File: config.mk
export PLATFORM = sky130hd
export DESIGN_NAME = lcd_show_char
export DESIGN_NICKNAME = d
export VERILOG_FILES = /design/src/rtl/lcd_show_char.sv
export SDC_FILE = /design/constraint.sdc
export NUM_CORES = 1
export LEC_CHECK = 0
export CORE_MARGIN = 2
export CORE_UTILIZATION = 30
export CTS_BUF_LIST = sky130_fd_sc_hd__clkbuf_16
export DETAILED_ROUTE_END_ITERATION = 8
export PLACE_DENSITY_LB_ADDON = 0.3
export SYNTH_ARGS = -nofsm -noshare
export SYNTH_HDL_FRONTEND = slang
export SYNTH_SLANG_ARGS = --single-unit
File: constraint.sdc
create_clock -name sys_clk -period 3.34 [get_ports sys_clk]
set_input_delay 0.835 -clock sys_clk [delete_from_list [all_inputs] [get_ports sys_clk]]
set_output_delay 0.835 -clock sys_clk [all_outputs]
set_load 0.03 [all_outputs]
File: src/rtl/lcd_show_char.sv
// Streams one 8x16 glyph to the LCD byte writer: CASET/RASET/RAMWR window header
// followed by 128 RGB565 pixels expanded from a combinational font ROM.
module lcd_show_char #(
  parameter logic [15:0] FG_COLOR = 16'hFFFF,
  parameter logic [15:0] BG_COLOR = 16'h0000
) (
  input  logic        sys_clk,
  input  logic        sys_rst_n,
  input  logic        show_char_flag,
  input  logic [6:0]  ascii_num,
  input  logic [8:0]  start_x,
  input  logic [8:0]  start_y,
  input  logic        wr_done,
  output logic [10:0] font_addr,
  input  logic [7:0]  font_q,
  output logic [8:0]  show_char_data,
  output logic        en_write_show_char,
  output logic        show_char_done,
  output logic        busy
);

  localparam logic [8:0] LAST_IDX = 9'd266;
  localparam logic [8:0] PIX_BASE = 9'd11;

  typedef enum logic [1:0] {IDLE, LOAD, WAIT, DONE} state_t;

  state_t     state, state_nxt;
  logic [8:0] idx, idx_nxt;
  logic       latch;
  logic [6:0] ascii_lat;
  logic [8:0] xs_lat, ys_lat;
  logic [8:0] xe, ye;

  function automatic logic [3:0] font_row(input logic [8:0] i);
    return (i < PIX_BASE) ? 4'd0 : 4'((i - PIX_BASE) >> 4);
  endfunction

  function automatic logic [8:0] coord_hi(input logic [8:0] v);
    return {1'b1, 7'd0, v[8]};
  endfunction

  function automatic logic [8:0] coord_lo(input logic [8:0] v);
    return {1'b1, v[7:0]};
  endfunction

  // p_lo is the low nibble of (idx - 11): bit 0 selects the colour byte, [3:1] the column.
  function automatic logic [8:0] pixel_byte(input logic [3:0] p_lo, input logic [7:0] row_bits);
    logic [2:0]  col;
    logic [15:0] colour;
    col    = p_lo[3:1];
    colour = row_bits[3'd7 - col] ? FG_COLOR : BG_COLOR;
    return {1'b1, p_lo[0] ? colour[7:0] : colour[15:8]};
  endfunction

  always_comb begin
    state_nxt = state;
    idx_nxt   = idx;
    latch     = 1'b0;
    unique case (state)
      IDLE: begin
        if (show_char_flag) begin
          latch     = 1'b1;
          idx_nxt   = 9'd0;
          state_nxt = LOAD;
        end
      end
      LOAD: state_nxt = WAIT;
      WAIT: begin
        if (wr_done) begin
          if (idx == LAST_IDX) begin
            state_nxt = DONE;
          end else begin
            idx_nxt   = idx + 9'd1;
            state_nxt = LOAD;
          end
        end
      end
      DONE: state_nxt = IDLE;
      default: state_nxt = IDLE;
    endcase
  end

  // Control stage: state, byte index and the font address for the byte about to be loaded.
  always_ff @(posedge sys_clk or negedge sys_rst_n) begin
    if (!sys_rst_n) begin
      state     <= IDLE;
      idx       <= 9'd0;
      font_addr <= 11'd0;
    end else begin
      state <= state_nxt;
      idx   <= idx_nxt;
      if (state_nxt != IDLE) begin
        font_addr <= {(latch ? ascii_num : ascii_lat), font_row(idx_nxt)};
      end
    end
  end

  // Glyph parameters captured once at start; later input changes are ignored.
  always_ff @(posedge sys_clk) begin
    if (latch) begin
      ascii_lat <= ascii_num;
      xs_lat    <= start_x;
      ys_lat    <= start_y;
    end
  end

  assign xe = xs_lat + 9'd7;
  assign ye = ys_lat + 9'd15;

  always_comb begin
    show_char_data = 9'h000;
    if (state != IDLE) begin
      case (idx)
        9'd0:    show_char_data = 9'h02A;
        9'd1:    show_char_data = coord_hi(xs_lat);
        9'd2:    show_char_data = coord_lo(xs_lat);
        9'd3:    show_char_data = coord_hi(xe);
        9'd4:    show_char_data = coord_lo(xe);
        9'd5:    show_char_data = 9'h02B;
        9'd6:    show_char_data = coord_hi(ys_lat);
        9'd7:    show_char_data = coord_lo(ys_lat);
        9'd8:    show_char_data = coord_hi(ye);
        9'd9:    show_char_data = coord_lo(ye);
        9'd10:   show_char_data = 9'h02C;
        default: show_char_data = pixel_byte(4'(idx - PIX_BASE), font_q);
      endcase
    end
  end

  assign en_write_show_char = (state == LOAD);
  assign show_char_done     = (state == DONE);
  assign busy               = (state != IDLE);

endmodule

==> impl_results.html, run 1 <==
<table>
<tr><th>Metric</th><th>Value</th></tr>
<tr><th colspan="2">Run status</th></tr>
<tr><td>Result of the run</td><td>finished with violations</td></tr>
<tr><td>Violated checks</td><td>negative setup slack</td></tr>
<tr><th colspan="2">Logic synthesis</th></tr>
<tr><td>Number of nets in the synthesized netlist</td><td>352</td></tr>
<tr><td>Top cell type by total area after synthesis</td><td>dfrtp_1</td></tr>
<tr><td>Dominant combinational cell family by area after synthesis</td><td>simple AND/OR/NAND/NOR gates</td></tr>
<tr><td>Ys Warns</td><td>0</td></tr>
<tr><td>Synthesized area divided by synthesized cell count</td><td>9.058 um^2</td></tr>
<tr><td>Distinct cell type count of the synthesized netlist</td><td>~60</td></tr>
<tr><td>Post-synth ARST share</td><td>46.81%</td></tr>
<tr><td>Number of standard cells after synthesis</td><td>slightly above 300</td></tr>
<tr><td>Compound-Gate Fraction of Synth Area</td><td>about a fifth</td></tr>
<tr><td>FF+latch count, synth</td><td>47</td></tr>
<tr><td>Arithmetic-cell share of the synthesized area counting full adders, half adders and majority gates</td><td>roughly 2.7%</td></tr>
<tr><td>Synthesized-area fraction occupied by and/or/nand/nor cells</td><td>about 25%</td></tr>
<tr><td>Sequential area share after synthesis</td><td>between 40% and 50%</td></tr>
<tr><td>Synthesized-area fraction occupied by xor and xnor cells</td><td>under 10%</td></tr>
<tr><td>Dominant register cell in the synthesized netlist</td><td>dfrtp_1</td></tr>
<tr><td>Portion of netlist area occupied by mux cells</td><td>under 10%</td></tr>
<tr><td>Area of the mapped netlist</td><td>approximately 2800 um^2</td></tr>
<tr><td>Area fraction of the dominant cell type after synthesis</td><td>between 10% and 20%</td></tr>
<tr><td>Post-synth EDFFs</td><td>18</td></tr>
<tr><td>Ranking of synthesized cells by area</td><td>dfrtp_1 20%, edfxtp_1 19%, nand2_1 8.4%, dfxtp_1 5.0%, o21ai_0 2.9%</td></tr>
<tr><th colspan="2">Clock network</th></tr>
<tr><td>Clock H-tree levels</td><td>2</td></tr>
<tr><td>Clock tree from TritonCTS</td><td>yes</td></tr>
<tr><td>Inserted Clock Buffers</td><td>5</td></tr>
<tr><td>Sink count of the clock tree</td><td>47</td></tr>
<tr><td>Worst-case clock buffer depth</td><td>2</td></tr>
<tr><td>Worst-skew pair later-pin latency</td><td>around 0.29 ns</td></tr>
<tr><td>Clk pin slew, worst setup/hold paths</td><td>0.07 ns</td></tr>
<tr><td>Clock root buffer master</td><td>clkbuf_16</td></tr>
<tr><td>Total of hold buffers inserted after clock tree synthesis</td><td>0</td></tr>
<tr><th colspan="2">Timing</th></tr>
<tr><td>Worst Setup Slack, final</td><td>-0.01153 ns</td></tr>
<tr><td>Relative slew slack</td><td>between 30% and 40%</td></tr>
<tr><td>Least-Margin Pin Slew</td><td>0.9218 ns</td></tr>
<tr><td>Min Tclk post-route</td><td>about 3.4 ns</td></tr>
<tr><td>Fin Setup TNS</td><td>-0.02027 ns</td></tr>
<tr><td>Final Cycle Share</td><td>100.3%</td></tr>
<tr><td>Post-Route Skew</td><td>between 0.005 and 0.006 ns</td></tr>
<tr><td>WHS</td><td>between 0.4 and 0.5 ns</td></tr>
<tr><td>Maximum clock rate</td><td>roughly 0.30 GHz</td></tr>
<tr><td>Setup violation total in the final timing report</td><td>2</td></tr>
<tr><td>RSZ-0062 raised after global routing</td><td>true</td></tr>
<tr><td>Final Max Slew Viols</td><td>0</td></tr>
<tr><td>Number of hold violations in the final report</td><td>0</td></tr>
<tr><th colspan="2">Worst hold path</th></tr>
<tr><td>Worst hold path depth</td><td>2</td></tr>
<tr><td>Min-Delay Startpoint</td><td>ascii_lat[5]</td></tr>
<tr><td>Hold endpoint</td><td>ascii_lat[5]</td></tr>
<tr><td>Tightest Hold Check Type</td><td>flop to flop</td></tr>
<tr><th colspan="2">Worst setup path</th></tr>
<tr><td>Critical-path maximum fanout</td><td>6</td></tr>
<tr><td>Flop2flop setup slack</td><td>approximately 0.7 ns</td></tr>
<tr><td>Critical R2R Capture</td><td>font_addr[3]</td></tr>
<tr><td>CP arrival</td><td>2.52 ns</td></tr>
<tr><td>Register-to-Register Path Depth</td><td>8</td></tr>
<tr><td>Critical Path Source Type</td><td>flop</td></tr>
<tr><td>Required arrival time at the worst endpoint</td><td>roughly 2.5 ns</td></tr>
<tr><td>Crit Path Class</td><td>flop to primary output</td></tr>
<tr><td>Crit Reg-Reg Startpoint</td><td>idx[4]</td></tr>
<tr><td>Kind of capture point of the worst setup path</td><td>primary output</td></tr>
<tr><th colspan="2">Floorplan</th></tr>
<tr><td>Overall die area</td><td>just over 10000 um^2</td></tr>
<tr><td>Die Y</td><td>between 100 and 150 um</td></tr>
<tr><td>Core region area</td><td>a little over 9000 um^2</td></tr>
<tr><td>Width of the chip</td><td>just over 100 um</td></tr>
<tr><td>Number of ports placed on the die boundary</td><td>60</td></tr>
<tr><td>Row count</td><td>35</td></tr>
<tr><td>Starting utilization of the core area</td><td>a little under a third</td></tr>
<tr><th colspan="2">Detailed routing</th></tr>
<tr><td>Remaining antenna violation count</td><td>0</td></tr>
<tr><td>First-pass iteration count of the detailed router</td><td>4</td></tr>
<tr><td>Drc violations</td><td>0</td></tr>
<tr><td>DR iter-0 viols</td><td>77</td></tr>
<tr><td>Via count normalized by instance count</td><td>approximately 5.0</td></tr>
<tr><td>Post-detailed-routing wire length</td><td>around 7400 um</td></tr>
<tr><td>Vias after detailed routing</td><td>2600</td></tr>
<tr><td>Routed wirelength normalized by instance count</td><td>14.31 um</td></tr>
<tr><th colspan="2">Global routing</th></tr>
<tr><td>Grt total ovfl</td><td>0</td></tr>
<tr><td>Initial antenna violation count</td><td>0</td></tr>
<tr><td>Maximum number of pins on one net before global-route repair</td><td>26</td></tr>
<tr><td>First-pass GRT wire length</td><td>12210 um</td></tr>
<tr><td>Via count of the first global-routing pass</td><td>roughly 2600</td></tr>
<tr><td>Total routing usage reported by global routing</td><td>about 15%</td></tr>
<tr><th colspan="2">Cells and area</th></tr>
<tr><td>Layout-stage area growth over the synthesis result</td><td>46.04%</td></tr>
<tr><td>Share of the core filled with cells</td><td>between 40% and 50%</td></tr>
<tr><td>Layout cells sized above 1</td><td>between 20% and 30%</td></tr>
<tr><td>Antenna cells</td><td>0</td></tr>
<tr><td>Net count, final</td><td>between 400 and 500</td></tr>
<tr><th colspan="2">Placement</th></tr>
<tr><td>Weighted congestion reported at the end of routability-driven placement</td><td>~0.78</td></tr>
<tr><td>Setup slack after placement</td><td>-0.4585 ns</td></tr>
<tr><td>Total of buffers placed on input and output ports</td><td>between 50 and 60</td></tr>
<tr><td>HPWL reported at the end of detailed placement</td><td>about 5500 um</td></tr>
<tr><th colspan="2">Pwr</th></tr>
<tr><td>Total Power Consumption</td><td>3.432 mW</td></tr>
<tr><td>Worst ir drop on vdd</td><td>around 0.42 mV</td></tr>
<tr><td>Leakage dissipation</td><td>around 1.7 nW</td></tr>
<tr><td>PwrDens</td><td>roughly 840 nW/um^2</td></tr>
<tr><th colspan="2">Run</th></tr>
<tr><td>Count of max-cap constraint violations</td><td>0</td></tr>
</table>
## worst max-delay path by stage
stage                     slack (ns)      start                end  cells after the start
after floorplan               -0.009     idx[4]  show_char_data[0]                      7
after global placement         -0.43  font_q[0]  show_char_data[3]                      7
after detailed placement       -0.46  font_q[0]  show_char_data[3]                      7
after CTS                      -0.01     idx[0]  show_char_data[3]                      9
after global routing           -0.09     idx[4]  show_char_data[5]                      9
final                          -0.01     idx[4]  show_char_data[3]                     10
## per-stage QoR
stage / std cells / cell area [um^2]
floorplan: 309 / 2799
global placement: 506 / 3771
detailed placement: 506 / 3771
CTS: 515 / 3970
global route: 517 / 4088
finish: 517 / 4088
## cells by family after synthesis
logic type / count (synthesis)
and+or+nand+nor: 139
DFF: 47
xor gates and xnor gates: 11
muxes: 5
buffers and inverters: 26
adders and majority gates: 6
AOI/OAI and AO/OA: 75
## power breakdown
part	leakage [nW]	internal (mW)	switching, mW
Combinational	1.10	0.805	1.10
Sequential	0.517	0.785	0.0978
Clock	0.0941	0.404	0.237
## placed cells by master (no fill, tap or decap), types with 3 or more instances in the layout
cell / n
o21a_1: 3
nand2b_1: 4
nor3b_1: 8
clkbuf_16: 6
edfxtp_1: 18
a21o_1: 4
buf_4: 43
nor3_1: 6
o21ai_0: 11
nor2_1: 12
a21oi_1: 13
nor2b_1: 3
dlygate4sd2_1: 8
a31oi_1: 8
dfxtp_1: 7
nand4_1: 7
o21ai_2: 3
nor4_1: 3
nand3_1: 6
xor2_1: 3
clkdlybuf4s50_1: 42
and2_1: 4
xnor2_1: 7
or2_2: 3
ha_1: 5
o21ai_1: 4
dfrtp_1: 22
nand2_1: 62
inv_1: 13
and3_1: 8
o21bai_1: 3
buf_6: 8
## registers in the layout, summed over array words and instances, names as in the netlist
name       flops
font_addr     11
ys_lat         9
state          2
idx            9
ascii_lat      7
xs_lat         9
## Yosys cell counts, types with 2 or more instances
cell type   n
and2_1      4
a31oi_1    10
o21bai_1    3
mux2_2      2
xnor2_1     8
or2_2       3
dfrtp_1    22
edfxtp_1   18
o21ai_0    16
buf_2       2
nor2_1     12
o31a_1      2
nor2b_1     3
xor2_1      3
and3_1      8
o21a_1      3
nand2_1    63
or3b_2      2
nand3b_1    2
nor3b_1     9
nor3_1      7
nand2b_1    4
nand4_1     7
o21ai_1     2
a21o_1      4
nand3_1     6
o31ai_1     2
clkbuf_1    8
a21oi_1    15
dfxtp_1     7
a22oi_1     2
inv_1      13
buf_1       2
ha_1        6
mux4_2      2
or3_1       2
nor4_1      3
## repair_timing
item                                    CTS  global route
setup buffers                             1             2
pin swaps                                 4             8
gates resized for setup                  71            25
endpoints found under the setup margin    9             8
## worst max-delay path, cell delays in order, from the launching register on
cell	delay (ns)
dfrtp_1	0.38
or4_4	0.59
nor2_4	0.20
buf_6	0.12
nand2_1	0.06
buf_4	0.13
nand2b_1	0.08
o21ai_0	0.10
a21oi_2	0.26
a31oi_2	0.14
buf_6	0.16
## routing by layer
metal,vias up,share of wire [%],GRT usage (%)
met5,-,0,0
met4,0,1.2,4.742
met3,7,3.0,1.803
met2,50,47,25.13
met1,1234,49,20.12
li1,1309,-,-
## area by class of cell
class / count / area, um^2
clock buffers: 6 / 150.1
multi-input cells: 236 / 1570
clock inverters: 2 / 41.29
well taps: 111 / 138.9
fillers: 896 / 5065
inverters: 14 / 52.55
flip-flops and latches: 47 / 1231
repair buffers: 101 / 903.4
No activity file was read; power rests on OpenSTA's default activity.
==> run 2: changes to the inputs <==
ABC_AREA = 1   (was not set)
==> impl_results.html, run 2 <==
<table>
<tr><th>Metric</th><th>Value</th></tr>
<tr><th colspan="2">Run status</th></tr>
<tr><td>Result of the run</td><td>finished clean</td></tr>
<tr><th colspan="2">Timing</th></tr>
<tr><td>Least-Margin Pin Slew</td><td>between 0.5 and 0.6 ns</td></tr>
<tr><td>Final Max Slew Viols</td><td>0</td></tr>
<tr><td>Fin Setup TNS</td><td>0 ns</td></tr>
<tr><td>WHS</td><td>0.4518 ns</td></tr>
<tr><td>Worst Setup Slack, final</td><td>between 0.1 and 0.15 ns</td></tr>
<tr><td>Setup violation total in the final timing report</td><td>0</td></tr>
<tr><td>Number of hold violations in the final report</td><td>0</td></tr>
<tr><td>Min Tclk post-route</td><td>3.219 ns</td></tr>
<tr><td>RSZ-0062 raised after global routing</td><td>false</td></tr>
<tr><td>Maximum clock rate</td><td>between 0.3 and 0.4 GHz</td></tr>
<tr><td>Relative slew slack</td><td>between 60% and 70%</td></tr>
<tr><td>Final Cycle Share</td><td>between 90% and 100%</td></tr>
<tr><td>Post-Route Skew</td><td>between 0.006 and 0.007 ns</td></tr>
<tr><th colspan="2">Logic synthesis</th></tr>
<tr><td>Synthesized area divided by synthesized cell count</td><td>approximately 7.6 um^2</td></tr>
<tr><td>Post-synth EDFFs</td><td>18</td></tr>
<tr><td>FF+latch count, synth</td><td>47</td></tr>
<tr><td>Most numerous cell types in the synthesized netlist</td><td>95 x nand2_1, 50 x inv_1, 49 x nor2_1, 26 x nand3_1, 22 x dfrtp_1</td></tr>
<tr><td>Sequential area share after synthesis</td><td>approximately two fifths</td></tr>
<tr><td>Number of standard cells after synthesis</td><td>a little over 400</td></tr>
<tr><td>Ys Warns</td><td>0</td></tr>
<tr><td>Ranking of synthesized cells by area</td><td>dfrtp_1 18%, edfxtp_1 17%, nand2_1 12%, inv_1 6.1%, nor2_1 5.9%</td></tr>
<tr><td>Distinct cell type count of the synthesized netlist</td><td>48</td></tr>
<tr><td>Dominant register cell in the synthesized netlist</td><td>dfrtp_1</td></tr>
<tr><td>Number of nets in the synthesized netlist</td><td>around 450</td></tr>
<tr><td>Count leader, synth</td><td>nand2_1</td></tr>
<tr><td>Top cell type by total area after synthesis</td><td>dfrtp_1</td></tr>
<tr><td>Post-synth ARST share</td><td>about 47%</td></tr>
<tr><td>Area fraction of the dominant cell type after synthesis</td><td>between 10% and 20%</td></tr>
<tr><td>Area of the mapped netlist</td><td>3097 um^2</td></tr>
<tr><th colspan="2">Detailed routing</th></tr>
<tr><td>Vias after detailed routing</td><td>just under 3000</td></tr>
<tr><td>Routed wirelength normalized by instance count</td><td>about 13 um</td></tr>
<tr><td>Post-detailed-routing wire length</td><td>roughly 8000 um</td></tr>
<tr><td>Remaining antenna violation count</td><td>0</td></tr>
<tr><td>Via count normalized by instance count</td><td>4.717</td></tr>
<tr><td>First-pass iteration count of the detailed router</td><td>4</td></tr>
<tr><td>DR iter-0 viols</td><td>130</td></tr>
<tr><td>Drc violations</td><td>0</td></tr>
<tr><th colspan="2">Cells and area</th></tr>
<tr><td>Top library cells by usage in the layout, fill and taps aside</td><td>95 x nand2_1, 50 x clkdlybuf4s50_1, 49 x inv_1, 45 x nor2_1, 26 x nand3_1</td></tr>
<tr><td>Max FFs per register</td><td>11</td></tr>
<tr><td>Layout-stage area growth over the synthesis result</td><td>32.08%</td></tr>
<tr><td>Net count, final</td><td>520</td></tr>
<tr><td>Layout cells sized above 1</td><td>17.99%</td></tr>
<tr><td>Reg with most FFs</td><td>font_addr</td></tr>
<tr><td>Antenna cells</td><td>0</td></tr>
<tr><td>Leading cell type in the layout, fill and taps excluded</td><td>nand2_1</td></tr>
<tr><td>Finished Cell Area</td><td>roughly 4100 um^2</td></tr>
<tr><td>Layout filler cell count</td><td>approximately 1100</td></tr>
<tr><td>Share of the core filled with cells</td><td>40.16%</td></tr>
<tr><td>Multi-input gate area in the final layout</td><td>approximately 1700 um^2</td></tr>
<tr><td>Sequential cell area</td><td>roughly 1200 um^2</td></tr>
<tr><td>Final Non-Filler Cells</td><td>about 600</td></tr>
<tr><th colspan="2">Placement</th></tr>
<tr><td>Cell count after placement</td><td>around 610</td></tr>
<tr><td>HPWL reported at the end of detailed placement</td><td>6194 um</td></tr>
<tr><td>Weighted congestion reported at the end of routability-driven placement</td><td>between 0.8 and 0.9</td></tr>
<tr><td>Total of buffers placed on input and output ports</td><td>59</td></tr>
<tr><td>Placed Area</td><td>just under 4000 um^2</td></tr>
<tr><td>Setup slack after placement</td><td>between 0.02 and 0.025 ns</td></tr>
<tr><th colspan="2">Global routing</th></tr>
<tr><td>First-pass GRT wire length</td><td>~13000 um</td></tr>
<tr><td>Via count of the first global-routing pass</td><td>2837</td></tr>
<tr><td>Maximum number of pins on one net before global-route repair</td><td>26</td></tr>
<tr><td>Grt total ovfl</td><td>0</td></tr>
<tr><td>Total routing usage reported by global routing</td><td>between 10% and 20%</td></tr>
<tr><td>Initial antenna violation count</td><td>0</td></tr>
<tr><th colspan="2">Pwr</th></tr>
<tr><td>Leakage dissipation</td><td>approximately 1.9 nW</td></tr>
<tr><td>PwrDens</td><td>between 1000 and 1500 nW/um^2</td></tr>
<tr><td>Total Power Consumption</td><td>4.168 mW</td></tr>
<tr><td>Worst ir drop on vdd</td><td>roughly 0.45 mV</td></tr>
<tr><th colspan="2">Floorplan</th></tr>
<tr><td>Width of the chip</td><td>105.6 um</td></tr>
<tr><td>Die Y</td><td>around 110 um</td></tr>
<tr><td>Core region area</td><td>between 10000 and 15000 um^2</td></tr>
<tr><td>Row count</td><td>37</td></tr>
<tr><td>Starting utilization of the core area</td><td>around 30%</td></tr>
<tr><td>Number of ports placed on the die boundary</td><td>60</td></tr>
<tr><td>Overall die area</td><td>11150 um^2</td></tr>
<tr><th colspan="2">Worst setup path</th></tr>
<tr><td>Crit Path Class</td><td>primary input to primary output</td></tr>
<tr><td>Kind of capture point of the worst setup path</td><td>primary output</td></tr>
<tr><td>Register-to-Register Path Depth</td><td>12</td></tr>
<tr><td>Critical-path maximum fanout</td><td>8</td></tr>
<tr><td>CP arrival</td><td>2.38 ns</td></tr>
<tr><td>Required arrival time at the worst endpoint</td><td>between 2 and 3 ns</td></tr>
<tr><td>Critical Path Source Type</td><td>primary input</td></tr>
<tr><th colspan="2">Clock network</th></tr>
<tr><td>Inserted Clock Buffers</td><td>5</td></tr>
<tr><td>Clk pin slew, worst setup/hold paths</td><td>approximately 0.060 ns</td></tr>
<tr><td>Worst-skew pair later-pin latency</td><td>0.29 ns</td></tr>
<tr><td>Sink count of the clock tree</td><td>47</td></tr>
<tr><td>Worst-case clock buffer depth</td><td>2</td></tr>
<tr><td>Clock H-tree levels</td><td>2</td></tr>
<tr><td>Clock tree from TritonCTS</td><td>yes</td></tr>
<tr><td>Clock root buffer master</td><td>clkbuf_16</td></tr>
<tr><td>Setup repair bufs after CTS</td><td>0</td></tr>
<tr><th colspan="2">Worst hold path</th></tr>
<tr><td>Tightest Hold Check Type</td><td>flop to flop</td></tr>
<tr><td>Worst hold path depth</td><td>2</td></tr>
<tr><th colspan="2">Run</th></tr>
<tr><td>Count of max-cap constraint violations</td><td>0</td></tr>
</table>
run 2: cell types whose count changed in the layout (fill, tap and decap cells not counted), sizes merged, moves of 7 or more:
cell,change
buf,-36
clkdlybuf4s50,+8
dlygate4sd2,-8
nand4,+9
and3,-7
nor3b,-8
nor2,+47
inv,+48
nand3,+22
nand2,+49
run 2: final timing paths:
| kind | start | slack, ns | endpoint |
|---|---|---|---|
| hold / removal | ascii_lat[0] | 0.45 | ascii_lat[0] |
| max in group asynchronous | sys_rst_n | 2.18 | idx[0] |
| setup / recovery | font_q[3] | 0.12 | show_char_data[4] |
| setup reg to reg | idx[1] | 1.18 | font_addr[3] |
| min in group asynchronous | sys_rst_n | 0.91 | font_addr[1] |
| hold reg to reg | ascii_lat[0] | 0.45 | ascii_lat[0] |
run 2: what timing repair did:
action | CTS | global route
hold buffers | 0 | 0
pin swaps | 0 | 1
setup endpoints to repair | 7 | 9
hold endpoints to repair | 0 | 0
gates resized for setup | 5 | 11
run 2: layout make-up:
cell class	instances	share of cell area, %
multi-input combinational	296	40.38
sequential	47	30.13
timing repair buffer	66	16.21
inverter	61	5.659
tap	136	4.160
clock buffer	5	3.059
clock inverter	3	0.3977
run 2: routing by layer:
layer  share of wire (%)  GRT usage [%]
met5                   0              0
met4                 1.5          4.887
met3                 4.3          2.165
met2                  45          22.72
met1                  49          21.10
run 2: power by group:
| part | internal, mW | switching (mW) |
|---|---|---|
| Clock | 0.274 | 0.207 |
| Sequential | 0.804 | 0.149 |
| Combinational | 1.09 | 1.65 |
run 2: critical path, stage by stage:
cell and delay [ns]:
clkdlybuf4s50_1 0.47, nor2_1 0.04, o21ai_0 0.15, o21ai_0 0.10, mux2_2 0.28, nand3_2 0.09
nand2_4 0.09, a21oi_1 0.14, buf_4 0.18
run 2: logic make-up (layout without fill, tap and decap cells):
kind of cell               after synthesis  in the layout  share of synthesized area (%)
muxes                                    1              1                         0.3636
DFF                                     47             47                          39.76
adders and majority gates                6              6                          2.424
buffers and inverters                   65            135                          8.404
and+or+nand+nor                        230            230                          36.69
AOI/OAI and AO/OA                       54             54                          10.95
xor gates and xnor gates                 5              5                          1.414
==> run 3: changes to the inputs <==
CORE_UTILIZATION = 52   (was 30)
==> impl_results.html, run 3 (same netlist as run 2, synthesis figures left out) <==
<table>
<tr><th>Metric</th><th>Value</th></tr>
<tr><th colspan="2">Cells and area</th></tr>
<tr><td>Antenna cells</td><td>0</td></tr>
<tr><td>Top library cells by usage in the layout, fill and taps aside</td><td>95 x nand2_1, 50 x inv_1, 50 x clkdlybuf4s50_1, 45 x nor2_1, 26 x nand3_1</td></tr>
<tr><td>Layout-stage area growth over the synthesis result</td><td>27.68%</td></tr>
<tr><td>Max FFs per register</td><td>11</td></tr>
<tr><td>Leading cell type in the layout, fill and taps excluded</td><td>nand2_1</td></tr>
<tr><td>Layout filler cell count</td><td>approximately 490</td></tr>
<tr><td>Share of the core filled with cells</td><td>between 60% and 70%</td></tr>
<tr><td>Layout cells sized above 1</td><td>17.23%</td></tr>
<tr><td>Reg with most FFs</td><td>font_addr</td></tr>
<tr><td>Net count, final</td><td>518</td></tr>
<tr><th colspan="2">Worst hold path</th></tr>
<tr><td>Tightest Hold Check Type</td><td>flop to flop</td></tr>
<tr><th colspan="2">Clock network</th></tr>
<tr><td>Clk pin slew, worst setup/hold paths</td><td>roughly 0.06 ns</td></tr>
<tr><td>Total of hold buffers inserted after clock tree synthesis</td><td>0</td></tr>
<tr><td>Clock tree from TritonCTS</td><td>yes</td></tr>
<tr><td>Setup repair bufs after CTS</td><td>0</td></tr>
<tr><td>Worst-case clock buffer depth</td><td>2</td></tr>
<tr><td>Inserted Clock Buffers</td><td>5</td></tr>
<tr><td>Clock root buffer master</td><td>clkbuf_16</td></tr>
<tr><td>Clock H-tree levels</td><td>2</td></tr>
<tr><td>Resize count post-CTS</td><td>1</td></tr>
<tr><td>Sink count of the clock tree</td><td>47</td></tr>
<tr><td>Worst-skew pair later-pin latency</td><td>just under 0.3 ns</td></tr>
<tr><th colspan="2">Worst setup path</th></tr>
<tr><td>Required arrival time at the worst endpoint</td><td>2.50 ns</td></tr>
<tr><td>Crit-path cells</td><td>clkdlybuf4s50_1, nor2_1, o21ai_0, o21ai_0, mux2_2, nand3_2, nand2_2, a21oi_1, buf_4</td></tr>
<tr><td>CP dominant cell by count</td><td>o21ai_0</td></tr>
<tr><td>Kind of capture point of the worst setup path</td><td>primary output</td></tr>
<tr><td>Slowest cell on the critical path</td><td>clkdlybuf4s50_1</td></tr>
<tr><td>Critical Path Source Type</td><td>primary input</td></tr>
<tr><td>Crit Path Class</td><td>primary input to primary output</td></tr>
<tr><td>Slowest Stage Delay on Critical Path</td><td>0.46 ns</td></tr>
<tr><td>CP arrival</td><td>2.37 ns</td></tr>
<tr><td>Critical-path maximum fanout</td><td>8</td></tr>
<tr><th colspan="2">Floorplan</th></tr>
<tr><td>Width of the chip</td><td>between 80 and 90 um</td></tr>
<tr><td>Core region area</td><td>approximately 5900 um^2</td></tr>
<tr><td>Die Y</td><td>around 81 um</td></tr>
<tr><td>Starting utilization of the core area</td><td>approximately 53%</td></tr>
<tr><td>Overall die area</td><td>around 6600 um^2</td></tr>
<tr><td>Row count</td><td>28</td></tr>
<tr><td>Number of ports placed on the die boundary</td><td>60</td></tr>
<tr><th colspan="2">Detailed routing</th></tr>
<tr><td>DR iter-0 viols</td><td>about 230</td></tr>
<tr><td>Post-detailed-routing wire length</td><td>approximately 7500 um</td></tr>
<tr><td>Met1 wire length</td><td>roughly 3300 um</td></tr>
<tr><td>Met2 routed wirelength</td><td>between 3000 and 4000 um</td></tr>
<tr><td>Vias after detailed routing</td><td>2961</td></tr>
<tr><td>Total met3 wirelength after detailed routing</td><td>~600 um</td></tr>
<tr><td>Remaining antenna violation count</td><td>0</td></tr>
<tr><td>Via count normalized by instance count</td><td>approximately 5.4</td></tr>
<tr><td>First-pass iteration count of the detailed router</td><td>5</td></tr>
<tr><td>Drc violations</td><td>0</td></tr>
<tr><td>Top layer used by detailed routing</td><td>met4</td></tr>
<tr><td>Routed wirelength normalized by instance count</td><td>13.68 um</td></tr>
<tr><th colspan="2">Pwr</th></tr>
<tr><td>Total Power Consumption</td><td>around 3.9 mW</td></tr>
<tr><td>Leakage dissipation</td><td>between 1.5 and 2 nW</td></tr>
<tr><td>Worst ir drop on vdd</td><td>between 0.7 and 0.8 mV</td></tr>
<tr><td>PwrDens</td><td>996.8 nW/um^2</td></tr>
<tr><th colspan="2">Global routing</th></tr>
<tr><td>Grt total ovfl</td><td>0</td></tr>
<tr><td>Via count of the first global-routing pass</td><td>2723</td></tr>
<tr><td>Initial antenna violation count</td><td>0</td></tr>
<tr><td>Total routing usage reported by global routing</td><td>24.04%</td></tr>
<tr><td>First-pass GRT wire length</td><td>12190 um</td></tr>
<tr><td>Maximum number of pins on one net before global-route repair</td><td>26</td></tr>
<tr><th colspan="2">Timing</th></tr>
<tr><td>Maximum clock rate</td><td>0.3118 GHz</td></tr>
<tr><td>Final Max Slew Viols</td><td>0</td></tr>
<tr><td>Number of hold violations in the final report</td><td>0</td></tr>
<tr><td>Least-Margin Pin Slew</td><td>about 0.51 ns</td></tr>
<tr><td>RSZ-0062 raised after global routing</td><td>true</td></tr>
<tr><td>Relative slew slack</td><td>between 60 and 70%</td></tr>
<tr><td>Min Tclk post-route</td><td>roughly 3.2 ns</td></tr>
<tr><td>Setup violation total in the final timing report</td><td>0</td></tr>
<tr><td>WHS</td><td>0.4547 ns</td></tr>
<tr><td>Post-Route Skew</td><td>0.004500 ns</td></tr>
<tr><td>Worst Setup Slack, final</td><td>0.1330 ns</td></tr>
<tr><td>Final Cycle Share</td><td>96.02%</td></tr>
<tr><th colspan="2">Run status</th></tr>
<tr><td>Result of the run</td><td>finished clean</td></tr>
<tr><th colspan="2">Placement</th></tr>
<tr><td>Total of buffers placed on input and output ports</td><td>59</td></tr>
<tr><td>HPWL reported at the end of detailed placement</td><td>5701 um</td></tr>
<tr><td>Setup slack after placement</td><td>0.1314 ns</td></tr>
<tr><td>Weighted congestion reported at the end of routability-driven placement</td><td>around 0.94</td></tr>
<tr><th colspan="2">Run</th></tr>
<tr><td>Count of max-cap constraint violations</td><td>0</td></tr>
</table>
## run 3: cell types whose count changed in the layout (fill, tap and decap cells not counted), sizes merged
cell,previous run,this run
buf,15,13
clkinv,2,1
dlygate4sd2,0,1
dlymetal6s2s,1,0
inv,62,63
## run 3: worst max-delay path, delay by kind of cell
family / cells / cell delay [ns]
buffers and inverters: 2 / 0.64
AOI/OAI and AO/OA: 3 / 0.37
muxes: 1 / 0.30
and+or+nand+nor: 3 / 0.23
## run 3: power by group
group	switching, mW	internal [mW]
registers	0.149	0.804
logic	1.60	0.918
clock network	0.199	0.272
total	1.95	1.99
## run 3: per-layer routing
metal	up-vias	global-route usage (%)
met5	-	0
met4	0	8.814
met3	22	4.778
met2	120	37.44
met1	1340	33.24
li1	1479	-
## run 3: worst paths after layout
check	slack (ns)	cells past startpoint	end	start
worst min register to register	0.45	2	ascii_lat[6]	ascii_lat[6]
worst max-delay path	0.13	9	show_char_data[2]	font_q[7]
worst min-delay path	0.45	2	ascii_lat[6]	ascii_lat[6]
max in group asynchronous	2.18	2	idx[8]	sys_rst_n
worst max register to register	1.13	12	font_addr[2]	idx[0]
min in group asynchronous	0.91	2	font_addr[2]	sys_rst_n
## run 3: layout make-up
type                       count  area (um^2)  share of cell area [%]
sequential                    47         1232                   31.17
clock buffer                   5        125.1                   3.165
timing repair buffer          64        606.8                   15.35
clock inverter                 3        13.76                  0.3481
multi-input combinational    296         1650                   41.74
tap                           75        93.84                   2.373
inverter                      61        231.5                   5.854
## run 3: metrics by stage
step                area, um^2  TNS, ns  instances
CTS                       3908        0        551
global placement          3770        0        543
global route              3954  -0.1104        551
detailed placement        3770        0        543
floorplan                 3097        0        408
finish                    3954        0        551
==> patch 1 (config.mk and constraints of run 2) <==
Re-encode `state_t` (4 states) as one-hot, 4 bits wide.
--- a/src/rtl/lcd_show_char.sv
+++ b/src/rtl/lcd_show_char.sv
@@ -23,5 +23,5 @@
   localparam logic [8:0] PIX_BASE = 9'd11;
 
-  typedef enum logic [1:0] {IDLE, LOAD, WAIT, DONE} state_t;
+  typedef enum logic [3:0] {IDLE = 4'b0001, LOAD = 4'b0010, WAIT = 4'b0100, DONE = 4'b1000} state_t;
 
   state_t     state, state_nxt;
Behaviour: same outputs for any inputs over 10 cycles, from zero or initial values and one cycle with sys_rst_n low; not proved beyond that.
==> patch 1 against run 2 <==
Register-to-register slack better by 20 ps; setup slack about the same; sequential cell count up 2; sequential power down 2%; cell area up 1.1%; synthesized area down 1.6%; power down 26%; wire length down 2.8%; highest routed layer unchanged.
==> patch 1: results (changes against run 2) <==
STA
  – Worst slew pin tran: 464 ps (-62.4 ps)
  – Fin Clk Skew: 6.65 ps (-0.0752 ps)
  – Final Hold Slack: 451 ps (-0.605 ps)
  – F_max: 0.311 GHz (about the same)

Power
  – Leakage power: 0.00200 µW (+4.5%)
  – Register share of total power: 30.3% (+7.4 points)

Critical path
  – Crit Path Max Fanout: 4 (-4)
  – Flop2flop setup slack: 1200 ps (+20 ps)
  – Reg2reg end: font_addr[2]$_DFFE_PN0P_
  – Slowest cell on the critical path: dfrtp_1
  – Largest stage delay, worst path: 410 ps (-60 ps)

Yosys
  – Avg Cell Area, Syn: 7.42 µm² (-2.3%)
  – Synth Area in Adders: 2.46% (+0.039 points)
  – Unique masters post-synth: 42 (-13%)
  – Ys async rst share: 49.0% (+2.2 points)
  – Top cells by area, synth: dfrtp_1 (19%), edfxtp_1 (18%), nand2_1 (16%), inv_1 (6.0%), nor2_1 (4.8%)
  – Synthesized net count: 454 (+0.67%)

Global routing
  – First-pass GRT wire length: 13000 µm (-3.2%)
  – Vias in the first global route: 2753 (-3.0%)

Cells and area
  – Clkbuf count: 6 (+1)
  – Clk tree area frac: 4.00% (+0.54 points)
  – Multi-input gate area: 0.00156 mm² (-5.5%)
  – Nets@finish: 536 (+3.1%)
  – Non-clock buffers: 80 (+21%)
  – Comb_multi_in: 300 (+1.4%)

Routing
  – Via Count: 2895 (-0.035%)
  – WL per Instance: 12.3 µm (-4.8%)

Placed design
  – Setup WS pre-CTS: -358 ps (-380 ps)
  – Post-DP HPWL: 6070 µm (-2.1%)

Clocking
  – Post-CTS setup buffer count: 1 (+1)

Outcome
  – Status: finished clean

Min path
  – HP Start: ascii_lat[6]$_DFF_P_
patch 1: cell types whose count changed in the layout (fill, tap and decap cells not counted), moves of 4 or more:
cell     delta
nand2_4     -5
a21oi_2     -4
nor2_1      -8
nand2_2     +7
nor2_2      -6
nor3_1      +5
nand4_1    -11
buf_4      +11
nand2_1    +32
patch 1: metal layers:
metal / wire length, µm / part of all wire, % / vias to the layer above / GRT usage [%]
met5: 0 / 0 / - / 0
met4: 121 / 1.6 / 0 / 5.43
met3: 282 / 3.7 / 8 / 1.87
met2: 3630 / 47 / 66 / 23.7
met1: 3670 / 48 / 1319 / 19.4
li1: - / - / 1502 / -
patch 1: worst max path at each step:
stage,startpoint,to,slack (ps),depth (start not counted)
floorplan,idx[0]$_DFF_PN0_,show_char_data[1],540,10
global placement,font_q[5],show_char_data[4],-310,9
detailed placement,font_q[4],show_char_data[4],-360,9
CTS,font_q[4],show_char_data[7],20,10
global route,idx[1]$_DFF_PN0_,show_char_data[2],-10,13
finish,idx[0]$_DFF_PN0_,show_char_data[8],120,12
==> patch 2 (settings of run 2) <==
Made on the original files. Change the parameter `FG_COLOR` from 16'hFFFF to 16'h7FFF.
--- a/src/rtl/lcd_show_char.sv
+++ b/src/rtl/lcd_show_char.sv
@@ -2,5 +2,5 @@
 // followed by 128 RGB565 pixels expanded from a combinational font ROM.
 module lcd_show_char #(
-  parameter logic [15:0] FG_COLOR = 16'hFFFF,
+  parameter logic [15:0] FG_COLOR = 16'h7FFF,
   parameter logic [15:0] BG_COLOR = 16'h0000
 ) (
Function: no difference found for any inputs over 10 cycles, from zero or initial values and one cycle with sys_rst_n low; that may be too few to reach the edited logic, so the function may still have changed.
==> patch 2 against run 2 <==
Cell area fell by 2.0%; clock skew fell by 0.53 ps; maximum frequency fell by 0.22%; wire length fell by 4.2%; synthesized cell count fell by 8.3%; power fell by 1.3%; sequential share of layout area rose by 0.61 points; sequential cell count did not move; synthesized area fell by 5.3%; count of clock-buffer cells in the layout rose by 2; worst hold slack got worse by 5.3 ps; setup slack got worse by 7.1 ps; largest power group unchanged; highest routed layer unchanged.
==> patch 2: results (changes against run 2) <==
Power
  – Leakage power: 0.00180 µW (-5.6%)
  – Pint: 2190 µW (+1.1%)
  – Worst vdd ir: 0.000397 V (-11%)
  – Clock network power share: 14.6% (+3.1 points)
  – Combinational power: 2580 µW (-5%)
  – Register share of total power: 22.6% (-0.3 points)

Placed design
  – Final GP Congestion: 0.905 (+3.4%)
  – Post-DP HPWL: 5820 µm (-6.1%)
  – Placement Cell Area: 0.00374 mm² (-4.2%)
  – Setup WS pre-CTS: 80.8 ps (+59.5 ps)

Routing
  – Pre-antenna DRT Iters: 5 (+1)
  – Detailed Route Iter0 Violations: 160 (+23%)
  – Drt total wl: 7590 µm (-4.2%)
  – Via Count: 2744 (-5.2%)

Cells and area
  – Layout area overhead: 36.7%
  – Filler cell count: 1003 (-6.4%)
  – Share of layout cells above drive strength 1: 18.2% (+0.19 points)
  – Nets@finish: 493 (-5.2%)
  – Post-route insts no fill: 584 (-4.9%)
  – Top reg by flops: font_addr
  – Ant diodes: 0 (unchanged)

Yosys
  – Xor-xnor portion of the synthesized cell area: 2.39% (+0.97 points)
  – Commonest cells in the netlist: nand2_1 (99), inv_1 (39), nor2_1 (34)
  – Synth Area in Compound Gates: 10.6% (-0.37 points)
  – Post-synth EDFFs: 18 (unchanged)
  – Unique masters post-synth: 44 (-8.3%)
  – Mux contribution to synthesized area: 1.83% (+1.5 points)
  – Avg Cell Area, Syn: 7.84 µm² (+3.3%)
  – Post-synthesis sequential area ratio: 42.0% (+2.2 points)
  – Synthesized net count: 417 (-7.5%)
  – Synth Area in Adders: 2.56% (+0.14 points)

Critical path
  – Slowest cell on the critical path: dfrtp_1
  – Largest stage delay, worst path: 400 ps (-70 ps)
  – WS Path Type: reg -> out
  – R2r worst-path depth: 15 (+3)
  – Worst Setup EP: show_char_data[2]
  – Crit Path Max Fanout: 5 (-3)
  – FF-to-FF Start: idx[0]$_DFF_PN0_

Min path
  – Hold-critical path endpoint: ascii_lat[6]$_DFF_P_
  – HP Start: ascii_lat[6]$_DFF_P_

Clocking
  – Clock Latency Late Sink: 290 ps (about the same)
  – Num CTS Buffers: 5 (unchanged)
  – Clk root buf: clkbuf_16

STA
  – Worst slew pin tran: 424 ps (-103 ps)
  – Final Hold Slack: 447 ps (-5.26 ps)
  – Fin Clk Skew: 6.20 ps (-0.534 ps)
  – F_max: 0.310 GHz (-0.22%)

Global routing
  – Largest net degree at the start of global routing: 27 (+3.8%)
  – First-pass GRT wire length: 12000 µm (-10%)
  – GRT Util Overall: 14.6% (-0.13 points)

Outcome
  – Status: finished clean
patch 2: cell types whose count changed after synthesis, moves of 6 or more:
cell     delta
inv_1      -11
a21oi_1     -6
nor2_1     -15
nand4_1    -10
nor3_1      +6
patch 2: critical path, delay by kind of cell (launching register included):
family          cells  cell delay [ps]
compound gates      1              160
simple gates        6              660
buf+inv             6              670
fa+ha+maj           1              200
flops               1              400
patch 2: routing by layer:
metal | routed length, µm | global-route usage (%) | vias to the layer above
met1 | 3590 | 20.4 | 1262
met3 | 340 | 1.49 | 12
met4 | 164 | 4.66 | 0
li1 | - | - | 1392
met5 | 0 | 0 | -
met2 | 3500 | 23.9 | 78
patch 2: final cells by class:
class                           count  area share [%]
Timing Repair Buffer               73            17.4
Clock inverter                      1           0.281
Multi-Input combinational cell    273            38.1
Clock buffer                        7            4.37
Tap cell                          133            4.15
Sequential cell                    47            30.7
Inverter                           50            4.87
patch 2: what timing repair did:
action	CTS	global route
gates resized for setup	2	13
buffers inserted	0	4
setup endpoints to repair	4	8
pin swaps	0	4
